`src/rtl/imem_loader.sv`:
```
// -----------------------------------------------------------------------------
// imem_loader
//   Writer side of the instruction memory. A program image arrives as a byte
//   stream over a valid/ready handshake. The bytes are packed into 32-bit words
//   and written to consecutive word addresses starting at 0. The CPU is held in
//   stall for the whole load.
//
// Ports
//   clk          : system clock, rising edge
//   rst          : synchronous active-high reset
//   start        : one-cycle load request, honoured only in IDLE/DONE
//   word_count   : number of words to load, latched on an accepted start
//   byte_in      : stream data byte
//   byte_valid   : byte_in valid this cycle
//   byte_ready   : loader accepts a byte this cycle
//   mem_we       : one-cycle write strobe per assembled word
//   mem_addr     : word address of the write
//   mem_wdata    : assembled instruction word
//   busy         : load in progress
//   done         : load complete, held until the next accepted start or reset
//   cpu_stall    : copy of busy, freezes fetch while memory is rewritten
//   overflow_err : requested word_count exceeded DEPTH (load was clamped)
// -----------------------------------------------------------------------------
module imem_loader #(
  parameter int ADDR_W     = 12,
  parameter int DEPTH      = 128,
  parameter bit BIG_ENDIAN = 1'b0
) (
  input  logic              clk,
  input  logic              rst,
  input  logic              start,
  input  logic [ADDR_W-1:0] word_count,
  input  logic [7:0]        byte_in,
  input  logic              byte_valid,
  output logic              byte_ready,
  output logic              mem_we,
  output logic [ADDR_W-1:0] mem_addr,
  output logic [31:0]       mem_wdata,
  output logic              busy,
  output logic              done,
  output logic              cpu_stall,
  output logic              overflow_err
);

  typedef enum logic [1:0] {
    S_IDLE  = 2'd0,
    S_RECV  = 2'd1,
    S_WRITE = 2'd2,
    S_DONE  = 2'd3
  } state_e;

  // One extra bit so word_count can be compared against DEPTH without truncation.
  localparam logic [ADDR_W:0] DEPTH_EXT = (ADDR_W+1)'(DEPTH);

  state_e            state_q;
  logic [1:0]        lane_q;
  logic [ADDR_W-1:0] idx_q;
  logic [ADDR_W-1:0] target_q;
  logic [31:0]       word_q;
  logic              byte_ready_q;
  logic              mem_we_q;
  logic [ADDR_W-1:0] mem_addr_q;
  logic [31:0]       mem_wdata_q;
  logic              busy_q;
  logic              done_q;
  logic              overflow_err_q;

  logic              xfer_d;
  logic              over_d;
  logic [ADDR_W-1:0] target_d;
  logic [ADDR_W-1:0] idx_d;
  logic [31:0]       word_d;

  // Byte lane that the n-th byte of a word lands in.
  function automatic logic [1:0] lane_sel(input logic [1:0] cnt);
    if (BIG_ENDIAN) begin
      return 2'd3 - cnt;
    end else begin
      return cnt;
    end
  endfunction

  // Replace one byte lane of a word.
  function automatic logic [31:0] insert_byte(input logic [31:0] w,
                                              input logic [1:0]  lane,
                                              input logic [7:0]  b);
    logic [31:0] r;
    r = w;
    r[{lane, 3'b000} +: 8] = b;
    return r;
  endfunction

  // Next-state helpers: handshake, length clamp, word index step, merged word.
  always_comb begin
    xfer_d   = byte_valid & byte_ready_q;
    over_d   = ({1'b0, word_count} > DEPTH_EXT);
    if (over_d) begin
      target_d = DEPTH_EXT[ADDR_W-1:0];
    end else begin
      target_d = word_count;
    end
    idx_d    = idx_q + ADDR_W'(1);
    // Includes the byte being transferred now, so the write data is complete
    // on the same edge that moves the FSM into WRITE.
    word_d   = insert_byte(word_q, lane_sel(lane_q), byte_in);
  end

  // Loader FSM with registered outputs.
  always_ff @(posedge clk) begin
    if (rst) begin
      state_q        <= S_IDLE;
      lane_q         <= 2'd0;
      idx_q          <= {ADDR_W{1'b0}};
      target_q       <= {ADDR_W{1'b0}};
      word_q         <= 32'd0;
      byte_ready_q   <= 1'b0;
      mem_we_q       <= 1'b0;
      mem_addr_q     <= {ADDR_W{1'b0}};
      mem_wdata_q    <= 32'd0;
      busy_q         <= 1'b0;
      done_q         <= 1'b0;
      overflow_err_q <= 1'b0;
    end else begin
      mem_we_q <= 1'b0;
      case (state_q)
        S_IDLE, S_DONE: begin
          if (start) begin
            target_q       <= target_d;
            overflow_err_q <= over_d;
            idx_q          <= {ADDR_W{1'b0}};
            lane_q         <= 2'd0;
            word_q         <= 32'd0;
            if (target_d == {ADDR_W{1'b0}}) begin
              // Empty load completes immediately; busy never rises.
              state_q <= S_DONE;
              done_q  <= 1'b1;
            end else begin
              state_q      <= S_RECV;
              done_q       <= 1'b0;
              busy_q       <= 1'b1;
              byte_ready_q <= 1'b1;
            end
          end
        end
        S_RECV: begin
          if (xfer_d) begin
            word_q <= word_d;
            lane_q <= lane_q + 2'd1;
            if (lane_q == 2'd3) begin
              state_q      <= S_WRITE;
              byte_ready_q <= 1'b0;
              mem_we_q     <= 1'b1;
              mem_addr_q   <= idx_q;
              mem_wdata_q  <= word_d;
            end
          end
        end
        S_WRITE: begin
          idx_q <= idx_d;
          if (idx_d == target_q) begin
            state_q <= S_DONE;
            busy_q  <= 1'b0;
            done_q  <= 1'b1;
          end else begin
            state_q      <= S_RECV;
            byte_ready_q <= 1'b1;
          end
        end
        default: begin
          state_q      <= S_IDLE;
          busy_q       <= 1'b0;
          byte_ready_q <= 1'b0;
        end
      endcase
    end
  end

  assign byte_ready   = byte_ready_q;
  assign mem_we       = mem_we_q;
  assign mem_addr     = mem_addr_q;
  assign mem_wdata    = mem_wdata_q;
  assign busy         = busy_q;
  assign done         = done_q;
  assign cpu_stall    = busy_q;
  assign overflow_err = overflow_err_q;

endmodule
```
`config.mk`:
```
export PLATFORM = sky130hd
export DESIGN_NAME = imem_loader
export DESIGN_NICKNAME = d
export VERILOG_FILES = /design/src/rtl/imem_loader.sv
export SDC_FILE = /design/constraint.sdc
export NUM_CORES = 1
export LEC_CHECK = 0
export ABC_AREA = 1
export CAP_MARGIN = 30
export CORE_ASPECT_RATIO = 0.7
export CORE_MARGIN = 2
export CORE_UTILIZATION = 59
export DETAILED_ROUTE_END_ITERATION = 10
export GPL_TIMING_DRIVEN = 0
export PLACE_DENSITY = 0.95
export SYNTH_ARGS = -nofsm -noshare
export SYNTH_HDL_FRONTEND = slang
export SYNTH_SLANG_ARGS = --single-unit
```
`constraint.sdc`:
```
create_clock -name clk -period 4.2 [get_ports clk]
set_input_delay 0.84 -clock clk [delete_from_list [all_inputs] [get_ports clk]]
set_output_delay 0.84 -clock clk [all_outputs]
set_load 0.02 [all_outputs]
```
# Yosys cells after proc, flatten, opt, wreduce, memory -nomap -nowiden
# Index checks and enable logic that the tools add are counted.
[totals] register_bits=109 in_bits=24 out_inout_bits=50 wordCells=75
[classes] n_addsub=3 order_cmp=1 n_eq_ne=11 n_shift=2 muxes=29 n_bitwise=3 reduce_logical=14
[ops] operator="32-bit two-way mux" count=2
[ops] operator="32-bit case mux with 2 select lines" count=1
[ops] operator="32-bit bitwise mux" count=1
[ops] operator="8-bit by 7-bit variable shift with 32-bit output, first input constant" count=1
[ops] operator="8-bit by 7-bit variable part select with 32-bit output" count=1
[ops] operator="12-bit two-way mux" count=2
[ops] operator="12-bit case mux with 2 select lines" count=1
[ops] operator="2-bit two-way mux" count=7
[ops] operator="12-bit by 1-bit adder with 12-bit output, second input constant" count=1
[ops] operator="12-bit == test" count=1
[ops] operator="12-bit by 8-bit greater-than comparator with 1-bit output, second input constant" count=1
[ops] operator="12-bit zero test" count=1
[ops] operator="2-bit != test, second input constant" count=6
[ops] operator="3-bit AND reduction" count=4
[ops] operator="1-bit two-way mux" count=10
[ops] operator="5-bit negation with 7-bit output" count=1
[ops] operator="2-bit == test, second input constant" count=3
[ops] operator="2-bit case mux with 3 select lines" count=1
[ops] operator="5-bit AND reduction" count=1
[ops] operator="1-bit case mux with 2 select lines" count=2
[ops] operator="2-bit case mux with 2 select lines" count=1
[ops] operator="2-bit AND reduction" count=2
[ops] operator="4-bit AND reduction" count=1
[ops] operator="2-bit nonzero test" count=2
[ops] operator="other kinds (8)" count=9

# Logic depth before layout (Yosys ltp)
# Gate-level depths: netlist (run 1).
[depth] word_depth=6 depth_mapped=14 mapped_depth_nobuf=14

# Worst setup path before layout (run 1)
# Ideal clock, no wire load.
[synth_path] path_type="input to register" from="in word_count[8]" to="reg byte_ready_q (netlist: byte_ready)" setup_ps=115 arrival_ps=1886 slack_ps=2199 path_stages=10 path_buffers=0 path_cell_list="nor2_1 nand2_1 nor2_1 inv_1 nor4_1 nand3_1 nand2_1 inv_1 a21oi_1 nor2_1"
[synth_between] elab_chain_cells=5
[synth_lines] item="from (decl)" line="32" rtl="input logic [ADDR_W-1:0] word_count,"
[synth_lines] item="12-bit by 8-bit greater-than comparator with 1-bit output" line="96" rtl="over_d = ({1'b0, word_count} > DEPTH_EXT);"
[synth_lines] item="12-bit two-way mux *" line="97" rtl="if (over_d) begin"
[synth_lines] item="12-bit zero test *" line="133" rtl="if (target_d == {ADDR_W{1'b0}}) begin"
[synth_lines] item="2-bit != test (no source line) *"
[synth_lines] item="5-bit AND reduction (no source line) *"
[synth_lines] item="to (signal assigned)" line="116" rtl="byte_ready_q <= 1'b0;"
[synth_lines] item="to (signal assigned)" line="141" rtl="byte_ready_q <= 1'b1;"
[synth_lines] item="to (signal assigned)" line="151" rtl="byte_ready_q <= 1'b0;"
[synth_lines] item="to (decl)" line="60" rtl="logic byte_ready_q;"
# Every way passes the cells marked *; elsewhere a longest branch is shown, timed or not.
# A chain may end at the register's enable or synchronous reset.

# Final worst setup path (run 1)
[layout_path] from="in start" to="reg idx_q[11]"
[layout_between] elab_chain_cells=2
[layout_lines] item="from (decl)" line="31" rtl="input logic start,"
[layout_lines] item="2-bit != test (no source line)"
[layout_lines] item="2-bit AND reduction (no source line)"
[layout_lines] item="to (signal assigned)" line="113" rtl="idx_q <= {ADDR_W{1'b0}};"
[layout_lines] item="to (signal assigned)" line="130" rtl="idx_q <= {ADDR_W{1'b0}};"
[layout_lines] item="to (signal assigned)" line="159" rtl="idx_q <= idx_d;"
[layout_lines] item="to (decl)" line="57" rtl="logic [ADDR_W-1:0] idx_q;"
# No other way between the ends.

==> results.md, run 1 <==
* Status: finished clean
* WP data required at 4.48 ns
* Maximum VDD drop at 0.2759 mV
* Clock Path Buffers at 2
* GRT Util Overall at 33.17%
* Post-DR wirelength/cell at 16.35 um
* Largest delay share family, worst path: buffers and inverters
* Critical-path top delay cell: clkbuf_1
* Leakage at 2.633 nW
* Final setup TNS at 0 ns
* Final ANT Viol Nets at 0
* HPWL after DPL at 11640 um
* Layout cells sized above 1 at 5.176%
* Die area at 0.009663 sq mm
* Vias per cell at 5.868
* Switch Pwr at 0.0009669 W
* Final worst path period share at 64.59%
* Hold crit path type: reg2reg
* CTS buffer count at 9
* Period minus WS final at 2.713 ns
* Max-slew headroom at 54.46%
* Yosys top cell by area: dfxtp_1
* Sw Share at 36.18%
* Top cells by area, synth: dfxtp_1 (42%), nand2_1 (13%), a21oi_1 (7.9%), inv_1 (6.8%), nor2_1 (6.2%)
* Reg2reg start: state_q[0]
* Resized Gates After CTS at 0
* Pre-CTS setup slack at 1.332 ns
* CTS clk-pin slew, worst paths at 0.07 ns
* Post-synth EDFFs at 0
* Worst skew pair latency at 0.35 ns
* Vias at 5692
* WP buf/inv at 3
* Row count at 28
* Yosys top cell area share at 41.64%
* H-tree levels at 3
* Post-synthesis cell count at 763
* Mapped Avg Cell Area at 6.868 sq um
* Most used DFF post-synth: dfxtp_1
* Max Freq at 0.3686 GHz
* Detailed-route DRC error count at 0
* Hold path startpoint: word_q[25]
* Vias in the first global route at 5243
* Worst path cell trace: clkdlybuf4s50_1 -> nand2_1 -> clkinv_1 -> a21oi_1 -> clkbuf_1 -> nand2_1 -> a21oi_1
* Starting density of the core at 61.30%
* CTS tree: yes
* RSZ-0062 raised after global routing: no
* Number of port buffers at 72
* Root Driver: clkbuf_16
* Sequential share of power at 42.0%
* Pwr Density at 419.5 mW/mm^2
* # IOs at 74
* Largest net degree at the start of global routing at 16
* Clock sink total at 109
* Ant diodes at 0
* Netlist Area Pre-Place at 0.005240 sq mm
* Die Y at 82.85 um
* Antenna violations before repair at 0
* Crit path launch type: input port
* Initial DRC Count at 727
* Routed wire length at 15860 um
* Critical path capture point type: flop
* Slew Viols, Final at 0
* Chip width at 116.6 um
* Grt ovf at 0
* Crit Path Category: in2reg
* Crit path DAT at 2.99 ns
* Crit path max fanout at 10
* Drt pass-1 iters at 7
* Sequential-to-total area share from yosys stat at 41.64%
* Logic pwr share at 28.7%
* Syn nets at 797
* Final setup skew at 0.009699 ns
* Max-Cap Viols at 0
* Synth Register Bits at 109
* Async SR Flop Fraction at 0%
* Hold Vio Cnt, Final at 0
* Worst Tran Pin Value at 0.6832 ns
* Synth Warn # at 0
* Placeable Area at 0.008548 sq mm
* Largest stage delay, worst path at 0.51 ns
* Post-CTS Setup Bufs at 0
* Worst reg-to-reg setup slack at 1.64 ns
* Distinct cells, synth at 37
* CTS Hold Bufs at 0
* Clock group share of total power at 29.3%
* Setup violators final at 0
* Setup ws final at 1.487 ns
* Syn-to-layout area delta at 21.59%
* Final net count at 880
* Worst Setup SP: start
* Internal power at 0.001706 W
* Final RePlAce weighted congestion at 0.9934
* First-pass GRT wire length at 25190 um
## power by group through the flow
| stage | registers, W | clock network, W | logic [W] |
|---|---|---|---|
| finish | 0.00112 | 0.000782 | 0.000767 |
| floorplan | 0.00115 | 0 | 0.000466 |
| CTS | 0.00112 | 0.000777 | 0.000737 |
| global route | 0.00113 | 0.000818 | 0.000820 |
| global placement | 0.00114 | 0 | 0.000688 |
| detailed placement | 0.00114 | 0 | 0.000721 |
## worst paths after layout
| path | end | depth (start not counted) |
|---|---|---|
| worst min register to register | word_q[25] | 2 |
| worst min-delay path | word_q[25] | 2 |
| worst max register to register | idx_q[11] | 8 |
| worst max-delay path | idx_q[11] | 7 |
## layer usage
| layer | global-route usage, % | vias up | part of all wire [%] |
|---|---|---|---|
| met5 | 0 | - | 0 |
| met4 | 10.05 | 0 | 2.2 |
| met3 | 9.416 | 52 | 14 |
| met2 | 48.57 | 410 | 42 |
| met1 | 47.48 | 2615 | 42 |
| li1 | - | 2615 | - |
## area by class of cell
type	instances	area [sq um]
tap	120	150.1
sequential	109	2182
clock buffer	13	250.2
clock inverter	2	10.01
fill	658	2177
multi-input combinational	519	2540
timing repair buffer	72	720.7
buffer	34	138.9
inverter	101	379.1
## logic make-up after synthesis
| kind of cell | Yosys count | share of synthesized area (%) |
|---|---|---|
| buffers and inverters | 135 | 9.885 |
| DFF | 109 | 41.64 |
| AOI/OAI and AO/OA | 176 | 18.53 |
| adders and majority gates | 10 | 2.388 |
| and+or+nand+nor | 333 | 27.55 |
## cells in the mapped netlist (all sizes together) (3+ instances only)
library cell	n
a211oi	4
inv	98
nor3	5
o21a	8
buf	8
a21oi	84
nand3	35
a22oi	3
clkinv	3
a22o	4
ha	10
nand4	8
nand2	187
clkbuf	26
dfxtp	109
o21ai	56
o22ai	8
nor2	95
a21boi	4
o31ai	3
## registers in the layout (all words and copies together) (netlist names)
signal        flops
idx_q            12
mem_wdata        32
overflow_err      1
word_q           32
byte_ready        1
mem_addr         12
state_q           2
target_q         12
busy              1
done              1
mem_we            1
lane_q            2
## placed cells by master, fill, tap and decap left out, drive strengths merged, types with 3 or more instances in the layout
cell             n
o31ai            3
nor3             5
a22oi            3
buf              8
a21oi           84
o22ai            8
clkdlybuf4s50   72
clkinv           5
nand4            8
a211oi           4
nor2            95
o21a             8
ha              10
nand3           35
a21boi           4
nand2          187
dfxtp          109
a22o             4
o21ai           56
clkbuf          39
inv             98
## worst reg2reg max path, delay by kind of cell (launching register included)
| kind | cells | cell delay [ns] |
|---|---|---|
| adder cells (fa/ha/maj) | 1 | 0.36 |
| AND/OR/NAND/NOR | 2 | 0.22 |
| flip-flops | 1 | 0.39 |
| buffers and inverters | 3 | 0.86 |
| AO/OA/AOI/OAI | 2 | 0.65 |
## through the flow
stage               power [W]  cell area [sq um]  hold WS [ns]  utilization [%]  std cells
global route         0.002764               6371        0.4838            74.53        970
global placement     0.001827               6111        0.4488            71.49        955
CTS                  0.002635               6371        0.4661            74.53        970
finish               0.002673               6371        0.4667            74.53        970
floorplan            0.001616               5240        0.4392                -        763
detailed placement   0.001864               6111        0.4555            71.49        955
Note: power is estimated with default switching activity, not from simulation.
==> run 2: changes to the inputs <==
--- a/config.mk
+++ b/config.mk
@@ -9,10 +9,10 @@
 export CAP_MARGIN = 30
 export CORE_ASPECT_RATIO = 0.7
 export CORE_MARGIN = 2
-export CORE_UTILIZATION = 59
+export CORE_UTILIZATION = 49
 export DETAILED_ROUTE_END_ITERATION = 10
 export GPL_TIMING_DRIVEN = 0
-export PLACE_DENSITY = 0.95
+export PLACE_DENSITY = 0.88
 export SYNTH_ARGS = -nofsm -noshare
 export SYNTH_HDL_FRONTEND = slang
 export SYNTH_SLANG_ARGS = --single-unit
==> constraint.sdc (replaced) <==
create_clock -name clk -period 2.4 [get_ports clk]
set_input_delay 0.48 -clock clk [delete_from_list [all_inputs] [get_ports clk]]
set_output_delay 0.48 -clock clk [all_outputs]
set_load 0.02 [all_outputs]
==> results.md, run 2 (synthesized netlist as in run 1, its figures left out) <==
* Worst R2R End: word_q[28]
* Vias per cell at 5.379
* Reg2reg start: lane_q[0]
* Crit path DAT at 2.52 ns
* Setup ws final at 0.1693 ns
* Status: finished clean
* Final worst path period share at 92.95%
* Crit path launch type: flop
* Post-CTS Setup Bufs at 0
* GRT Util Overall at 25.57%
* Die area at 0.01155 sq mm
* Pwr Density at 730.5 mW/mm^2
* WP data required at 2.69 ns
* Largest net degree at the start of global routing at 17
* Leakage at 2.645 nW
* HPWL after DPL at 10650 um
* # IOs at 74
* H-tree levels at 3
* Number of port buffers at 72
* Max Freq at 0.4483 GHz
* Pre-CTS setup slack at -0.07454 ns
* Syn-to-layout area delta at 22.25%
* Vias in the first global route at 4557
* Clock Path Buffers at 2
* Period minus WS final at 2.231 ns
* Sequential share of power at 41.9%
* Area of the multi-input gates at 0.002540 sq mm
* Worst skew pair latency at 0.35 ns
* CP endpoint: word_q[28]
* Final setup skew at 0.009264 ns
* Final RePlAce weighted congestion at 0.9518
* Critical path capture point type: flop
* CTS buffer count at 9
* CTS clk-pin slew, worst paths at 0.08 ns
* Logic pwr share at 27.5%
* Placeable Area at 0.01040 sq mm
* Detailed-route DRC error count at 0
* RSZ-0062 raised after global routing: no
* Routed wire length at 14570 um
* Die Y at 90.52 um
* Starting density of the core at 50.41%
* Slew Viols, Final at 0
* Vias at 5288
* Final Core Density at 61.63%
* Max-Cap Viols at 0
* Max-slew headroom at 54.63%
* Commonest non-fill, non-tap cell in the layout: nand2_1
* Chip width at 127.6 um
* Hold crit path type: reg2reg
* Hold Vio Cnt, Final at 0
* Clock sink total at 109
* Crit Path Category: reg2reg
* Drt pass-1 iters at 5
* Antenna violations before repair at 0
* Sw Share at 35.53%
* Switch Pwr at 0.001663 W
* Worst Tran Pin Value at 0.6806 ns
* Most frequent cells in the layout: nand2_1 (181), dfxtp_1 (109), inv_1 (95)
* Clock group share of total power at 30.5%
* Worst reg-to-reg setup slack at 0.17 ns
* Initial DRC Count at 662
* Sequential cell area at 0.002182 sq mm
* Internal power at 0.003017 W
* Ant diodes at 0
* Final ANT Viol Nets at 0
* Post-route non-filler standard cell count at 983
* Post-DR wirelength/cell at 14.82 um
* Hold depth at 2
* Root Driver: clkbuf_16
* Row count at 31
* CTS tree: yes
* Layout cells sized above 1 at 5.640%
* Setup violators final at 0
* Cells after DPL at 967
* WHS at 0.4640 ns
* Worst Reg2Reg Path Length in Cells at 7
* Maximum VDD drop at 0.4268 mV
* Fill cells at 907
* Final net count at 880
* First-pass GRT wire length at 23200 um
* Worst Setup SP: lane_q[0]
* Grt ovf at 0
* Crit path max fanout at 12
run 2: cell type report:
| cell class | instances | area share [%] |
|---|---|---|
| Timing Repair Buffer | 72 | 11.25 |
| Clock buffer | 12 | 4.004 |
| Tap cell | 132 | 2.578 |
| Clock inverter | 4 | 0.3516 |
| Sequential cell | 109 | 34.06 |
| Multi-Input combinational cell | 519 | 39.65 |
| Inverter | 101 | 5.918 |
| Buffer | 34 | 2.187 |
run 2: what timing repair did:
action,CTS,global route
hold buffers,0,0
endpoints found under the setup margin,0,10
endpoints found under the hold margin,0,0
gates resized for setup,0,2
run 2: metrics by stage:
step | area (sq um) | total power (W) | TNS (ns)
final | 6406 | 0.004680 | 0
after global routing | 6406 | 0.004891 | 0
after CTS | 6405 | 0.004639 | 0
after detailed placement | 6126 | 0.003239 | -0.5684
after global placement | 6126 | 0.003217 | 0
after floorplan | 5240 | 0.002828 | 0
run 2: layer usage:
metal	vias up	routed length [um]	GRT usage, %
met5	-	0	0
met4	0	194	6.410
met3	19	1665	7.464
met2	258	5654	33.47
met1	2394	7053	40.12
li1	2617	-	-
run 2: worst min-delay path by stage:
stage                              to  slack [ns]         from
after detailed placement    word_q[5]        0.46    word_q[5]
after global routing        word_q[4]        0.48    word_q[4]
final                       word_q[3]        0.46    word_q[3]
after global placement     word_q[28]        0.45   word_q[28]
after floorplan           target_q[9]        0.44  target_q[9]
after CTS                   word_q[5]        0.47    word_q[5]
run 2: worst max-delay path, stage by stage (launching register included):
cell     delay [ns]
dfxtp_1        0.49
inv_2          0.18
ha_1           0.41
nor2_1         0.37
nand2_1        0.16
o21ai_0        0.28
nand2_1        0.10
a21oi_1        0.16
run 2: power groups by stage:
stage	clock network (W)	logic, W	registers, W
after floorplan	0	0.000816	0.00201
after global placement	0	0.00122	0.00199
after detailed placement	0	0.00124	0.00200
after CTS	0.00143	0.00125	0.00196
after global routing	0.00150	0.00142	0.00197
final	0.00143	0.00129	0.00196
==> RTL change 1, RTL diff (settings of run 2) <==
The parameter `BIG_ENDIAN` goes from 1'b0 to 1'b1.
--- a/src/rtl/imem_loader.sv
+++ b/src/rtl/imem_loader.sv
@@ -24,7 +24,7 @@
 module imem_loader #(
   parameter int ADDR_W     = 12,
   parameter int DEPTH      = 128,
-  parameter bit BIG_ENDIAN = 1'b0
+  parameter bit BIG_ENDIAN = 1'b1
 ) (
   input  logic              clk,
   input  logic              rst,
Function: changed (a bounded check fails within 10 cycles, from zero or initial values and one cycle with rst high).
==> RTL change 1 against run 2 <==
  * Hold slack got worse by 1.8 ps
  * Critical path type unchanged
  * Sequential share of layout area increased by 0.12 points
  * Cell area decreased by 0.35%
  * Die area decreased by 1.7%
  * Global-route usage decreased by 0.36 points
  * Worst setup slack got worse by 41 ps
  * Critical path depth increased by 2
  * Sequential cell count unchanged
  * Routed wire length decreased by 0.32%
  * Total power increased by 3.5%
  * Area after synthesis decreased by 1.8%
==> RTL change 1: results (changes against run 2) <==
## Placement
* 0.00603 mm^2 — area of placed instances, -1.5%
* 957 — cell count after placement, -1.0%
* -72.4 ps — worst setup timing slack at the placement stage, +2.19 ps
* 0.923 — global placer's final weighted congestion, -3.0%
* 10.4 mm — detailed placement HPWL, -1.9%
* 72 — number of port buffers, unchanged

## GRT
* 25.2% — gr usage total, -0.36 points
* 4645 — via count of the first global-routing pass, +1.9%
* 17 — maximum number of pins on one net before global-route repair, unchanged
* 23.1 mm — wire length of the first global-routing pass, -0.33%

## Synthesis
* 42.4% — sequential fraction of the synthesis area, +0.76 points
* 0 — number of warning messages in the yosys log, unchanged
* 2.19% — adder-cell area share of the yosys netlist, -0.20 points
* dfxtp_1, nand2_1, a21oi_1, inv_1, o21ai_0 — dominant cells by area after synthesis
* 6.83 um^2 — average cell area after synthesis, -0.49%
* 19.7% — compound-gate portion of the synthesized area, +1.2 points
* nand2_1, dfxtp_1, a21oi_1, inv_1, nor2_1 — top cell types by occurrence after synthesis
* dfxtp_1 — dominant synthesized flop cell
* 0% — multiplexer fraction of the synthesized cell area, unchanged
* 34 — count of different cell masters after synthesis, -8.1%
* 786 — total nets after synthesis, -1.4%
* 0.511% — xor-xnor portion of the synthesized cell area, +0.51 points
* 0% — Async SR Flop Fraction, unchanged

## Cells and area
* 974 — non-filler instance count after layout, -0.92%
* 5.46% — fraction of final layout cells with drive strength greater than 1, -0.18 points
* 0 — antenna diode count, unchanged
* 870 — layout net count, -1.1%
* 893 — Filler Cell Count, -1.5%

## Clock tree
* 70 ps — register clock-pin slew on the reported worst setup and hold paths
* 3 — quantity of gates resized following cts, +3
* 0 — Post-CTS Setup Bufs, unchanged
* clkbuf_16 — Clock Tree Root
* 3 — maximum level of the CTS H-tree, unchanged
* 9 — number of buffers created by CTS, unchanged
* 350 ps — clock latency on the worst-skew pair, about the same
* 2 — Bufs on Longest Clock Path, unchanged

## Timing
* 0 — endpoints failing hold, unchanged
* 4.46 ps — largest clock skew in the final design, -4.80 ps
* 60.3% — worst slew margin relative to its limit, +5.7 points
* 462 ps — smallest hold slack, -1.83 ps
* 128 ps — smallest setup slack after layout, -41.0 ps

## Detailed routing
* 7 — 1st-pass router iterations, +2
* 14.9 um — routed length per placed instance, +0.60%
* 5.52 — post-DR vias/cell, +2.6%
* 572 — initial detailed-routing violation count, -14%

## Setup path
* word_q[19]$_SDFFE_PP0P_ — worst setup path endpoint
* 11 — maximum fanout encountered on the critical timing path, -1
* word_q[19]$_SDFFE_PP0P_ — worst reg2reg endpoint
* 9 — path depth of the worst reg2reg path, +2
* 2550 ps — worst path arrival time, +30 ps
* lane_q[0]$_SDFFE_PP0P_ — startpoint of the most critical setup path

## Status
* finished clean — run status

## Hold path
* reg -> reg — Hold WC Path Type
* target_q[8]$_SDFFE_PP0P_ — end point of the worst hold path
* target_q[8]$_SDFFE_PP0P_ — origin of the worst min-delay path

## Power and ir drop
* 0.00268 uW — Leak, +1.1%
* 621 uV — worst ir drop on vdd, +46%

-- RTL change 1: cell count changes in the layout (fill, tap and decap cells not counted), moves of 7 or more --
| cell | before | now |
|---|---|---|
| a21oi_1 | 83 | 90 |
| o21ai_0 | 55 | 65 |
| o22ai_1 | 8 | 0 |
| nand3_1 | 28 | 37 |
| a22oi_1 | 3 | 16 |
| inv_1 | 95 | 87 |
| nor2_1 | 87 | 68 |
| clkbuf_1 | 26 | 18 |
| nor3_1 | 5 | 14 |
| clkbuf_2 | 1 | 8 |
| nand3_2 | 7 | 0 |
-- RTL change 1: cell families after synthesis --
group,Yosys count
compound gates,187
xor+xnor,3
fa+ha+maj,9
buf+inv,127
flops,109
simple gates,318
-- RTL change 1: metal layers --
layer  part of all wire (%)  up-vias  GRT usage, %
met5                      0        -             0
met4                    2.1        0          8.15
met3                     12       43          8.51
met2                     39      303          33.1
met1                     47     2412          38.2
li1                       -     2616             -
-- RTL change 1: worst max-delay path: stages, from the launching register on --
cell	delay [ps]
dfxtp_1	470
inv_2	170
ha_1	410
clkinv_1	300
nor3_4	290
buf_4	180
a22oi_1	90
inv_1	80
nand2_1	70
a21oi_1	140
-- RTL change 1: final cells by class --
class,instances,area [um^2],share of cell area (%)
flip-flops and latches,109,2180,34.2
plain buffers,32,143,2.23
well taps,132,165,2.59
clock inverters,3,42.5,0.666
multi-input cells,517,2490,39.0
inverters,94,357,5.59
repair buffers,74,736,11.5
clock buffers,13,270,4.23
-- RTL change 1: power by group --
| part | switching [uW] | leakage [uW] | internal (uW) |
|---|---|---|---|
| registers | 71.8 | 0.000880 | 1890 |
| clock network | 660 | 0.000152 | 894 |
| logic | 939 | 0.00164 | 387 |
==> RTL change 2, RTL diff (config.mk and constraints of run 2) <==
Without the edit above. Re-encode `state_e` (4 states) as one-hot, 4 bits wide.
--- a/src/rtl/imem_loader.sv
+++ b/src/rtl/imem_loader.sv
@@ -42,11 +42,11 @@
   output logic              overflow_err
 );
 
-  typedef enum logic [1:0] {
-    S_IDLE  = 2'd0,
-    S_RECV  = 2'd1,
-    S_WRITE = 2'd2,
-    S_DONE  = 2'd3
+  typedef enum logic [3:0] {
+    S_IDLE  = 4'b0001,
+    S_RECV  = 4'b0010,
+    S_WRITE = 4'b0100,
+    S_DONE  = 4'b1000
   } state_e;
 
   // One extra bit so word_count can be compared against DEPTH without truncation.
Behaviour: same outputs for any inputs over 4 cycles, from zero or initial values and one cycle with rst high; so few cycles prove little.
==> RTL change 2 against run 2 <==
  * Total power is 32% higher
  * Sequential cell count is 2 higher
  * Fmax is 0.19% lower
  * Sequential share of layout area is 0.81 points higher
  * Die area is 2.1% lower
  * Clock power is 4% higher
  * Via count is 1.5% higher
  * Area after synthesis is 2.2% lower
  * Critical path depth is 1 higher
  * Global-route usage is 0.16 points lower
  * Worst setup slack worse by 4.3 ps
  * Cell area is 0.49% lower
  * Combinational power is 88% higher
  * Routed wire length is 0.30% higher
==> RTL change 2: results (changes against run 2) <==
## Cells and area
* 0 — antenna diode count, unchanged
* 6.31% — fraction of final layout cells with drive strength greater than 1, +0.67 points
* 835 — layout net count, -5.1%
* 893 — Filler Cell Count, -1.5%

## Detailed routing
* 5368 — overall via count from detail_route, +1.5%
* 14.6 mm — Detailed Route WL, +0.30%
* 632 — initial detailed-routing violation count, -4.5%
* 6 — 1st-pass router iterations, +1
* 0 — remaining design rule violation count, unchanged
* 15.5 um — routed length per placed instance, +4.9%

## Setup path
* 390 ps — longest individual stage delay on the worst path, -100 ps
* 2510 ps — worst path arrival time, about the same
* 10 — maximum fanout encountered on the critical timing path, -2
* ha_1 — slowest cell on the critical path
* simple AND/OR/NAND/NOR gates — Crit path max-delay family

## GRT
* 4487 — via count of the first global-routing pass, -1.5%
* 0 — antenna violations before repair, unchanged
* 25.4% — gr usage total, -0.16 points
* 17 — maximum number of pins on one net before global-route repair, unchanged
* 22.6 mm — wire length of the first global-routing pass, -2.4%

## Synthesis
* 43.4% — sequential fraction of the synthesis area, +1.7 points
* 7.14 um^2 — average cell area after synthesis, +3.9%
* dfxtp_1, nand2_1, a21oi_1, inv_1, nand3_1 — dominant cells by area after synthesis
* 32 — count of different cell masters after synthesis, -14%
* 0 — number of warning messages in the yosys log, unchanged
* nand2_1, dfxtp_1, inv_1, a21oi_1, nand3_1 — top cell types by occurrence after synthesis
* 0% — Async SR Flop Fraction, unchanged
* 749 — total nets after synthesis, -6.0%

## Placement
* 0.00602 mm^2 — area of placed instances, -1.7%
* 73 — number of port buffers, +1.4%
* 923 — cell count after placement, -4.6%
* 10.5 mm — detailed placement HPWL, -1.7%
* 0.954 — global placer's final weighted congestion, +0.20%

## Power and ir drop
* 636 uV — worst ir drop on vdd, +49%
* 971 mW/mm^2 — power per cell area, +33%
* 2380 uW — reported net switching power, +43%
* 0.00246 uW — Leak, -7.0%

## Clock tree
* 9 — number of buffers created by CTS, unchanged
* 3 — maximum level of the CTS H-tree, unchanged
* clkbuf_16 — Clock Tree Root
* 350 ps — clock latency on the worst-skew pair, about the same
* 2 — Bufs on Longest Clock Path, unchanged
* 70 ps — register clock-pin slew on the reported worst setup and hold paths

## Hold path
* reg -> reg — Hold WC Path Type

## Status
* finished clean — run status

## Timing
* 6.78 ps — largest clock skew in the final design, -2.48 ps
* 40.0% — worst slew margin relative to its limit, -15 points

## Run
* 0 — number of violations of the max-capacitance limit, unchanged

-- RTL change 2: changes by cell type after synthesis, moves of 8 or more --
| cell | before | now |
|---|---|---|
| buf_2 | 3 | 11 |
| nor2_1 | 87 | 54 |
| o22ai_1 | 8 | 18 |
| a211oi_1 | 4 | 34 |
| nand3_1 | 28 | 65 |
| nand2_1 | 181 | 140 |
| o21ai_0 | 55 | 33 |
-- RTL change 2: path summary, 6_finish.rpt --
check | from | end | slack (ps) | cells past startpoint
max | lane_q[0]$_SDFFE_PP0P_ | word_q[13]$_SDFFE_PP0P_ | 160 | 8
max reg2reg | lane_q[0]$_SDFFE_PP0P_ | word_q[13]$_SDFFE_PP0P_ | 160 | 8
min | word_q[18]$_SDFFE_PP0P_ | word_q[18]$_SDFFE_PP0P_ | 460 | 2
min reg2reg | word_q[18]$_SDFFE_PP0P_ | word_q[18]$_SDFFE_PP0P_ | 460 | 2
-- RTL change 2: repair_timing --
action,4_1_cts,5_1_grt
endpoints found under the hold margin,0,0
setup endpoints to repair,32,38
resized for setup,2,11
setup buffers,1,2
pin swaps,1,0
-- RTL change 2: metrics by stage --
stage	setup TNS [ps]	total power (uW)	setup slack (ps)
CTS	0	6070	3.57
detailed placement	-2920	4550	-201
global placement	-1850	4500	-152
global route	0	6510	1.97
floorplan	0	3860	243
finish	0	6190	165
-- RTL change 2: logic make-up after synthesis --
family                     share of synthesized area [%]
buffers and inverters                               10.4
and+or+nand+nor                                     24.0
DFF                                                 43.4
xor gates and xnor gates                           0.171
adders and majority gates                           1.71
AOI/OAI and AO/OA                                   20.4
-- RTL change 2: power by group through the flow --
stage | clock network, uW | logic, uW | registers, uW
6_report | 1490 | 2430 | 2270
5_1_grt | 1580 | 2630 | 2290
4_1_cts | 1510 | 2300 | 2260
3_5_place_dp | 0 | 2250 | 2300
3_3_place_gp | 0 | 2210 | 2290
2_1_floorplan | 0 | 1490 | 2370
-- RTL change 2: layout make-up --
cell class	count	area share (%)
sequential	111	34.9
inverter	94	5.59
multi-input combinational	474	37.7
clock inverter	3	0.687
timing repair buffer	76	11.8
buffer	38	2.89
tap	132	2.59
clock buffer	12	3.87
-- RTL change 2: routing by layer --
layer | global-route usage (%) | share of wire, % | vias to the layer above
li1 | - | - | 2574
met1 | 39.0 | 47 | 2430
met2 | 35.7 | 41 | 335
met3 | 5.21 | 11 | 29
met4 | 7.39 | 1.7 | 0
met5 | 0 | 0 | -
-- RTL change 2: worst min-delay path, cell delays in order, from the launching register on --
cell     delay [ps]
dfxtp_1         300
inv_1            60
a21oi_1          60
